<file path="src/rtl/booth_seq_multiplier.sv">
// Sequential signed radix-2 Booth multiplier.
// One Booth step per clock; the product is registered and held after done.
module booth_seq_multiplier #(
    parameter int BITS = 32
) (
    input  logic            clk,
    input  logic            clear,
    input  logic            start,
    input  logic [BITS-1:0] multiplicand,
    input  logic [BITS-1:0] multiplier,
    output logic            busy,
    output logic            done,
    output logic [BITS-1:0] product_hi,
    output logic [BITS-1:0] product_lo
);

    localparam int CW = $clog2(BITS + 1);

    localparam logic [1:0] S_IDLE = 2'd0;
    localparam logic [1:0] S_RUN  = 2'd1;
    localparam logic [1:0] S_DONE = 2'd2;

    logic [1:0]      state_q, state_d;
    logic [BITS:0]   a_q, a_d;
    logic [BITS:0]   m_q, m_d;
    logic [BITS-1:0] q_q, q_d;
    logic            qm1_q, qm1_d;
    logic [CW-1:0]   cnt_q, cnt_d;
    logic [BITS-1:0] hi_q, hi_d;
    logic [BITS-1:0] lo_q, lo_d;

    logic [BITS:0]   sum;
    logic [BITS:0]   sh_a;
    logic [BITS-1:0] sh_q;

    // Booth add/subtract on the wide accumulator, then arithmetic shift right
    always_comb begin
        sum = a_q;
        unique case ({q_q[0], qm1_q})
            2'b01:   sum = a_q + m_q;
            2'b10:   sum = a_q - m_q;
            default: sum = a_q;
        endcase
        sh_a = {sum[BITS], sum[BITS:1]};
        sh_q = {sum[0], q_q[BITS-1:1]};
    end

    // Next-state and datapath control for IDLE -> RUN -> DONE -> IDLE
    always_comb begin
        state_d = state_q;
        a_d     = a_q;
        m_d     = m_q;
        q_d     = q_q;
        qm1_d   = qm1_q;
        cnt_d   = cnt_q;
        hi_d    = hi_q;
        lo_d    = lo_q;
        unique case (state_q)
            S_IDLE: begin
                if (start) begin
                    m_d     = {multiplicand[BITS-1], multiplicand};
                    q_d     = multiplier;
                    a_d     = '0;
                    qm1_d   = 1'b0;
                    cnt_d   = CW'(BITS);
                    state_d = S_RUN;
                end
            end
            S_RUN: begin
                a_d   = sh_a;
                q_d   = sh_q;
                qm1_d = q_q[0];
                cnt_d = cnt_q - CW'(1);
                if (cnt_q == CW'(1)) begin
                    hi_d    = sh_a[BITS-1:0];
                    lo_d    = sh_q;
                    state_d = S_DONE;
                end
            end
            S_DONE: state_d = S_IDLE;
            default: state_d = S_IDLE;
        endcase
    end

    // State and datapath registers; clear aborts any operation at once
    always_ff @(posedge clk or negedge clear) begin
        if (!clear) begin
            state_q <= S_IDLE;
            a_q     <= '0;
            m_q     <= '0;
            q_q     <= '0;
            qm1_q   <= 1'b0;
            cnt_q   <= '0;
            hi_q    <= '0;
            lo_q    <= '0;
        end else begin
            state_q <= state_d;
            a_q     <= a_d;
            m_q     <= m_d;
            q_q     <= q_d;
            qm1_q   <= qm1_d;
            cnt_q   <= cnt_d;
            hi_q    <= hi_d;
            lo_q    <= lo_d;
        end
    end

    assign busy       = (state_q == S_RUN);
    assign done       = (state_q == S_DONE);
    assign product_hi = hi_q;
    assign product_lo = lo_q;

endmodule

</file>
<file path="config.mk">
export PLATFORM = sky130hd
export DESIGN_NAME = booth_seq_multiplier
export DESIGN_NICKNAME = d
export VERILOG_FILES = /design/src/rtl/booth_seq_multiplier.sv
export SDC_FILE = /design/constraint.sdc
export NUM_CORES = 1
export LEC_CHECK = 0
export CAP_MARGIN = 20
export CORE_MARGIN = 2
export CORE_UTILIZATION = 30
export CTS_BUF_LIST = sky130_fd_sc_hd__clkbuf_8 sky130_fd_sc_hd__clkbuf_16
export CTS_CLUSTER_DIAMETER = 30
export DETAILED_ROUTE_END_ITERATION = 10
export PLACE_DENSITY = 0.54
export REMOVE_ABC_BUFFERS = 1
export SYNTH_ARGS = -nofsm -noshare
export SYNTH_HDL_FRONTEND = slang
export SYNTH_SLANG_ARGS = --single-unit
</file>
<file path="constraint.sdc">
create_clock -name clk -period 5.45 [get_ports clk]
set_input_delay 0.8175 -clock clk [delete_from_list [all_inputs] [get_ports clk]]
set_output_delay 0.8175 -clock clk [all_outputs]
set_load 0.05 [all_outputs]
</file>
# Word-level counts from Yosys, hierarchy flattened

Index checks and enable logic that the tools add are counted.

Output and inout port bits: 66
Register bits: 170
Logic and storage cells: 36
Input port bits: 67

Eq/ne operators: 7
Reductions and logical operators: 6
Mux-type cells: 12
$add $sub $neg: 3

Operator list:

| kind                                                  | count |
|---|---|
| case mux 33 bit (2 select lines)                      | 2 |
| case mux 32 bit (2 select lines)                      | 1 |
| adder 33 bit                                          | 1 |
| two-way mux 33 bit                                    | 1 |
| subtractor 33 bit                                     | 1 |
| two-way mux 32 bit                                    | 1 |
| case mux 6 bit (2 select lines)                       | 1 |
| AND reduction 2 bit                                   | 4 |
| == test 6 x 1 -> 1 bit, second input constant         | 1 |
| two-way mux 6 bit                                     | 1 |
| subtractor 6 x 1 -> 6 bit, second input constant      | 1 |
| == test 2 x 1 -> 1 bit, second input constant         | 2 |
| == test 2 bit, second input constant                  | 2 |
| two-way mux 2 bit                                     | 2 |
| case mux 2 bit (2 select lines)                       | 1 |
| zero test 2 bit                                       | 1 |
| inequality test 2 x 1 -> 1 bit, second input constant | 1 |
| inequality test 2 bit, second input constant          | 1 |
| case mux 1 bit (2 select lines)                       | 1 |
| nonzero test 2 bit                                    | 1 |
| two-way mux 1 bit                                     | 1 |

# Depth between registers and ports, before layout

Depth in word-level cells: 3
Mapped depth: 19
Depth with buffers taken out: 18

# Least setup slack after synthesis

OpenSTA, ideal clock, no wires.

Path type: register to register
Start point: register m_q[3]
End point: register a_q[31]
Setup slack: 1.467 ns
Arrival time: 3.857 ns
Stages on the path, launching flop included: 19
Cells stage by stage: dfrtp_1 -> or4_4 -> nor3_4 -> nor4b_4 -> and2_1 -> nand2_1 -> nor2_1 -> nor2_1 -> xnor2_1 -> ha_1 -> and3_1 -> clkbuf_1 -> a22o_1 -> nor4bb_1 -> nand2_1 -> a21oi_1 -> mux2_4 -> a21oi_2 -> o22ai_1

Cells in the longest elaborated chain, start to end: 3
Elaborated cells between the ends (all ways): 4
Those cells by class: add/sub (2); mux (2)

Ends and longest elaborated chain:

| element                                                  | RTL line | text |
|---|---|---|
| from (decl)                                              | 25       | `logic [BITS:0] m_q, m_d;` |
| from (signal assigned)                                   | 99       | `m_q <= m_d;` |
| subtractor 33 bit / adder 33 bit (equally long branches) | 41, 40   |  |
| case mux 33 bit (2 select lines) (*)                     | 39       | `unique case ({q_q[0], qm1_q})` |
| case mux 33 bit (2 select lines) (*)                     | 58       | `unique case (state_q)` |
| to (signal assigned)                                     | 89       | `a_q <= '0;` |
| to (signal assigned)                                     | 98       | `a_q <= a_d;` |
| to (decl)                                                | 24       | `logic [BITS:0] a_q, a_d;` |

Every way passes the cells marked *; elsewhere a longest branch is shown, timed or not.
A chain may end at the register's enable or synchronous reset.

# Worst setup path after layout

Start point: register m_q[3]
End point: register hi_q[31] (netlist: product_hi[31])

Cells in the longest elaborated chain, start to end: 2
Elaborated cells between the ends (all ways): 3
Those cells by class: add/sub (2); mux (1)

Ends and longest elaborated chain:

| element                                                  | RTL line | text |
|---|---|---|
| subtractor 33 bit / adder 33 bit (equally long branches) | 41, 40   |  |
| case mux 33 bit (2 select lines) (*)                     | 39       |  |
| to (signal assigned)                                     | 103      | `hi_q <= hi_d;` |
| to (decl)                                                | 29       | `logic [BITS-1:0] hi_q, hi_d;` |

Marked as above.

==> results.json <==
{
  "start_util_pct": 30.4,
  "synthTopCellsByArea": "dfrtp_1 (44%), nand2_1 (10%), a21oi_1 (5.2%), o21ai_0 (5.0%), ha_1 (4.7%)",
  "syn_avg_cell_area_sq_um": 8.54,
  "crit_type": "reg -> reg",
  "post_dp_cell_area_sq_um": 11300,
  "synth_cell_type_count": 67,
  "grt_max_degree": 79,
  "cts_buffer_depth": 2,
  "ys_ff_latch": 169,
  "grt_overflow": 0,
  "outcome": "completed",
  "routed_wirelength_mm": 27.4,
  "fin_crit_sh_pct": 81.0,
  "final_area_sq_um": 11900,
  "hold_path_class": "in -> async",
  "dieArea_sq_um": 33400,
  "yosysWarnings": 0,
  "cp_max_fo": 8,
  "worst_slew_pin_slew_ns": 0.805,
  "slew_violations": 0,
  "cap_violations": 0,
  "dr_total_vias": 8183,
  "final_layout_size_suffix_gt1_share_pct": 5.76,
  "arrival_ns": 4.70,
  "first_pass_iters": 5,
  "post_cts_resized": 0,
  "insertedDiodeCount": 0,
  "async_reset_ff_share_pct": 100,
  "rsz0062_at_grt": "no",
  "cp.required_ns": 5.74,
  "slew_headroom_pct": 46.3,
  "yosysSeqAreaShare_pct": 44.2,
  "clk_latency_ns": 0.44,
  "yosysTopAreaCellShare_pct": 44.2,
  "max_stage_delay_ns": 0.56,
  "die_h_microns": 183,
  "min_period_ns": 4.42,
  "grt_pass1_vias": 7993,
  "cp_slowest_cell": "or4_4",
  "finalHoldViolations": 0,
  "drcViolationCount": 0,
  "io_pins": 133,
  "numClockSinks": 169,
  "grt_pass1_wl_mm": 44.1,
  "grt_usage_pct": 16.6,
  "final.setup_skew_ns": 0.0146,
  "core_sq_um": 31500,
  "worst_path_most_repeated_cell": "nand2_1",
  "rows": 65,
  "ys.flop_type": "dfrtp_1",
  "max_freq_mhz": 226,
  "root_buffer": "clkbuf_16",
  "synth_edf_count": 0,
  "clk_pin_slew_worst_paths_ns": 0.07,
  "die_w_microns": 183,
  "cts_setup_buffers": 0,
  "synth_cells": 1121,
  "wl_per_cell_microns": 16.7,
  "drtIter0Drc": 507,
  "syn2layout_area_growth_pct": 23.8,
  "yosys.area.top_type": "dfrtp_1",
  "setup_viol": 0,
  "numCtsBuffers": 17,
  "htree_num_levels": 4,
  "cp_top_family": "simple AND/OR/NAND/NOR gates",
  "endpoint_kind": "flop",
  "cp-start-kind": "flop",
  "fillers": 3225,
  "netlist_area_sq_um": 9580,
  "cts_tree": "yes",
  "hpwl_mm": 19.2,
  "crit_chain": "or4_4, nor3_4, nor4b_4, and2_1, nand2_1, nor2_1, nor2_1, xnor2_1, ha_1, nand2_1, nor4_1, nand2_1, nor4bb_1, nand2_1, a21oi_1, mux2_4, xnor2_1, o21ai_1",
  "antenna_found_initial": 0,
  "fin_nets": 1324,
  "path_buf_inv": 0,
  "antenna_left": 0,
  "globalplace.congestion": 0.905,
  "hold_buffers": 0,
  "viasPerCell": 5.00,
  "io_buffers": 132
}
-- flip-flops by register name (all words and copies together), names as in the netlist --
register,cells
qm1_q,1
state_q,2
q_q,32
cnt_q,6
product_hi,32
a_q,32
product_lo,32
m_q,32
-- path summary, 6_finish.rpt --
kind                           startpoint        endpoint  slack [ns]  cells after the start
setup / recovery                   m_q[3]  product_hi[31]        1.03                     18
hold / removal                      clear  product_lo[15]        0.40                      1
setup reg to reg                   m_q[3]  product_hi[31]        1.03                     18
hold reg to reg            product_lo[11]  product_lo[11]        0.47                      2
max in group asynchronous           clear         a_q[12]        3.85                      2
min in group clk           product_lo[11]  product_lo[11]        0.47                      2
-- cell usage after synthesis, drive strengths merged, types with 4 or more instances --
cell type  number
a21o            9
a21oi         100
a22o           11
a22oi          33
a31oi          13
a32oi           5
and2            5
and3            8
buf             8
clkbuf         59
dfrtp         169
ha             36
inv            23
mux2            9
nand2         266
nand2b          9
nand3          10
nand4           6
nor2           50
nor2b          38
nor3           20
nor4            6
o211ai          5
o21a            4
o21ai         112
o21bai          7
o31ai           5
xnor2          45
xor2           12
-- layout by cell type (no fill, tap or decap), drive strengths merged, types with 6 or more instances in the layout --
cell / instances
nand2b: 9
o21bai: 7
ha: 36
clkbuf: 17
a21o: 9
clkdlybuf4s50: 131
nand3: 10
nand4: 6
nor4: 6
xnor2: 45
nor2b: 38
nor2: 50
inv: 28
dfrtp: 169
nand2: 266
nor3: 20
a22oi: 33
buf: 16
mux2: 9
a22o: 11
xor2: 12
and3: 8
o21ai: 112
a31oi: 13
a21oi: 100
-- cell type report --
type                            count  area (sq um)  share of cell area (%)
Inverter                           23          86.3                   0.728
Clock inverter                     15           166                    1.40
Timing Repair Buffer              147          1440                    12.1
Tap cell                          402           503                    4.24
Sequential cell                   169          4230                    35.7
Multi-Input combinational cell    862          5010                    42.3
Clock buffer                       17           425                    3.59
-- metal layers --
metal / up-vias / GRT usage (%) / part of all wire (%)
met2: 188 / 24.8 / 43
met4: 0 / 4.68 / 1.5
met5: - / 0 / 0
li1: 4106 / - / -
met1: 3871 / 24.6 / 51
met3: 18 / 3.01 / 4.3
-- through the flow --
stage	std cells	hold slack, ns	utilization, %	TNS, ns	setup WS (ns)
floorplan	1054	0.447	-	-0.158	-0.0317
global placement	1603	0.458	35.8	0	1.10
detailed placement	1603	0.462	35.8	0	1.07
CTS	1635	0.431	37.7	0	1.07
global route	1635	0.443	37.7	0	0.692
finish	1635	0.399	37.7	0	1.03
-- cells by family (layout without fill, tap and decap cells) --
logic type | count (synthesis) | count (layout) | share of synthesized area (%)
compound gates | 330 | 330 | 20.9
simple gates | 427 | 427 | 19.9
fa+ha+maj | 37 | 37 | 4.91
flops | 169 | 169 | 44.2
buf+inv | 90 | 202 | 3.62
mux | 11 | 11 | 1.31
xor+xnor | 57 | 57 | 5.21
Power is left out: the tool's default activity adds up to more than one toggle a clock period on the data nets, which glitch-free logic cannot reach.
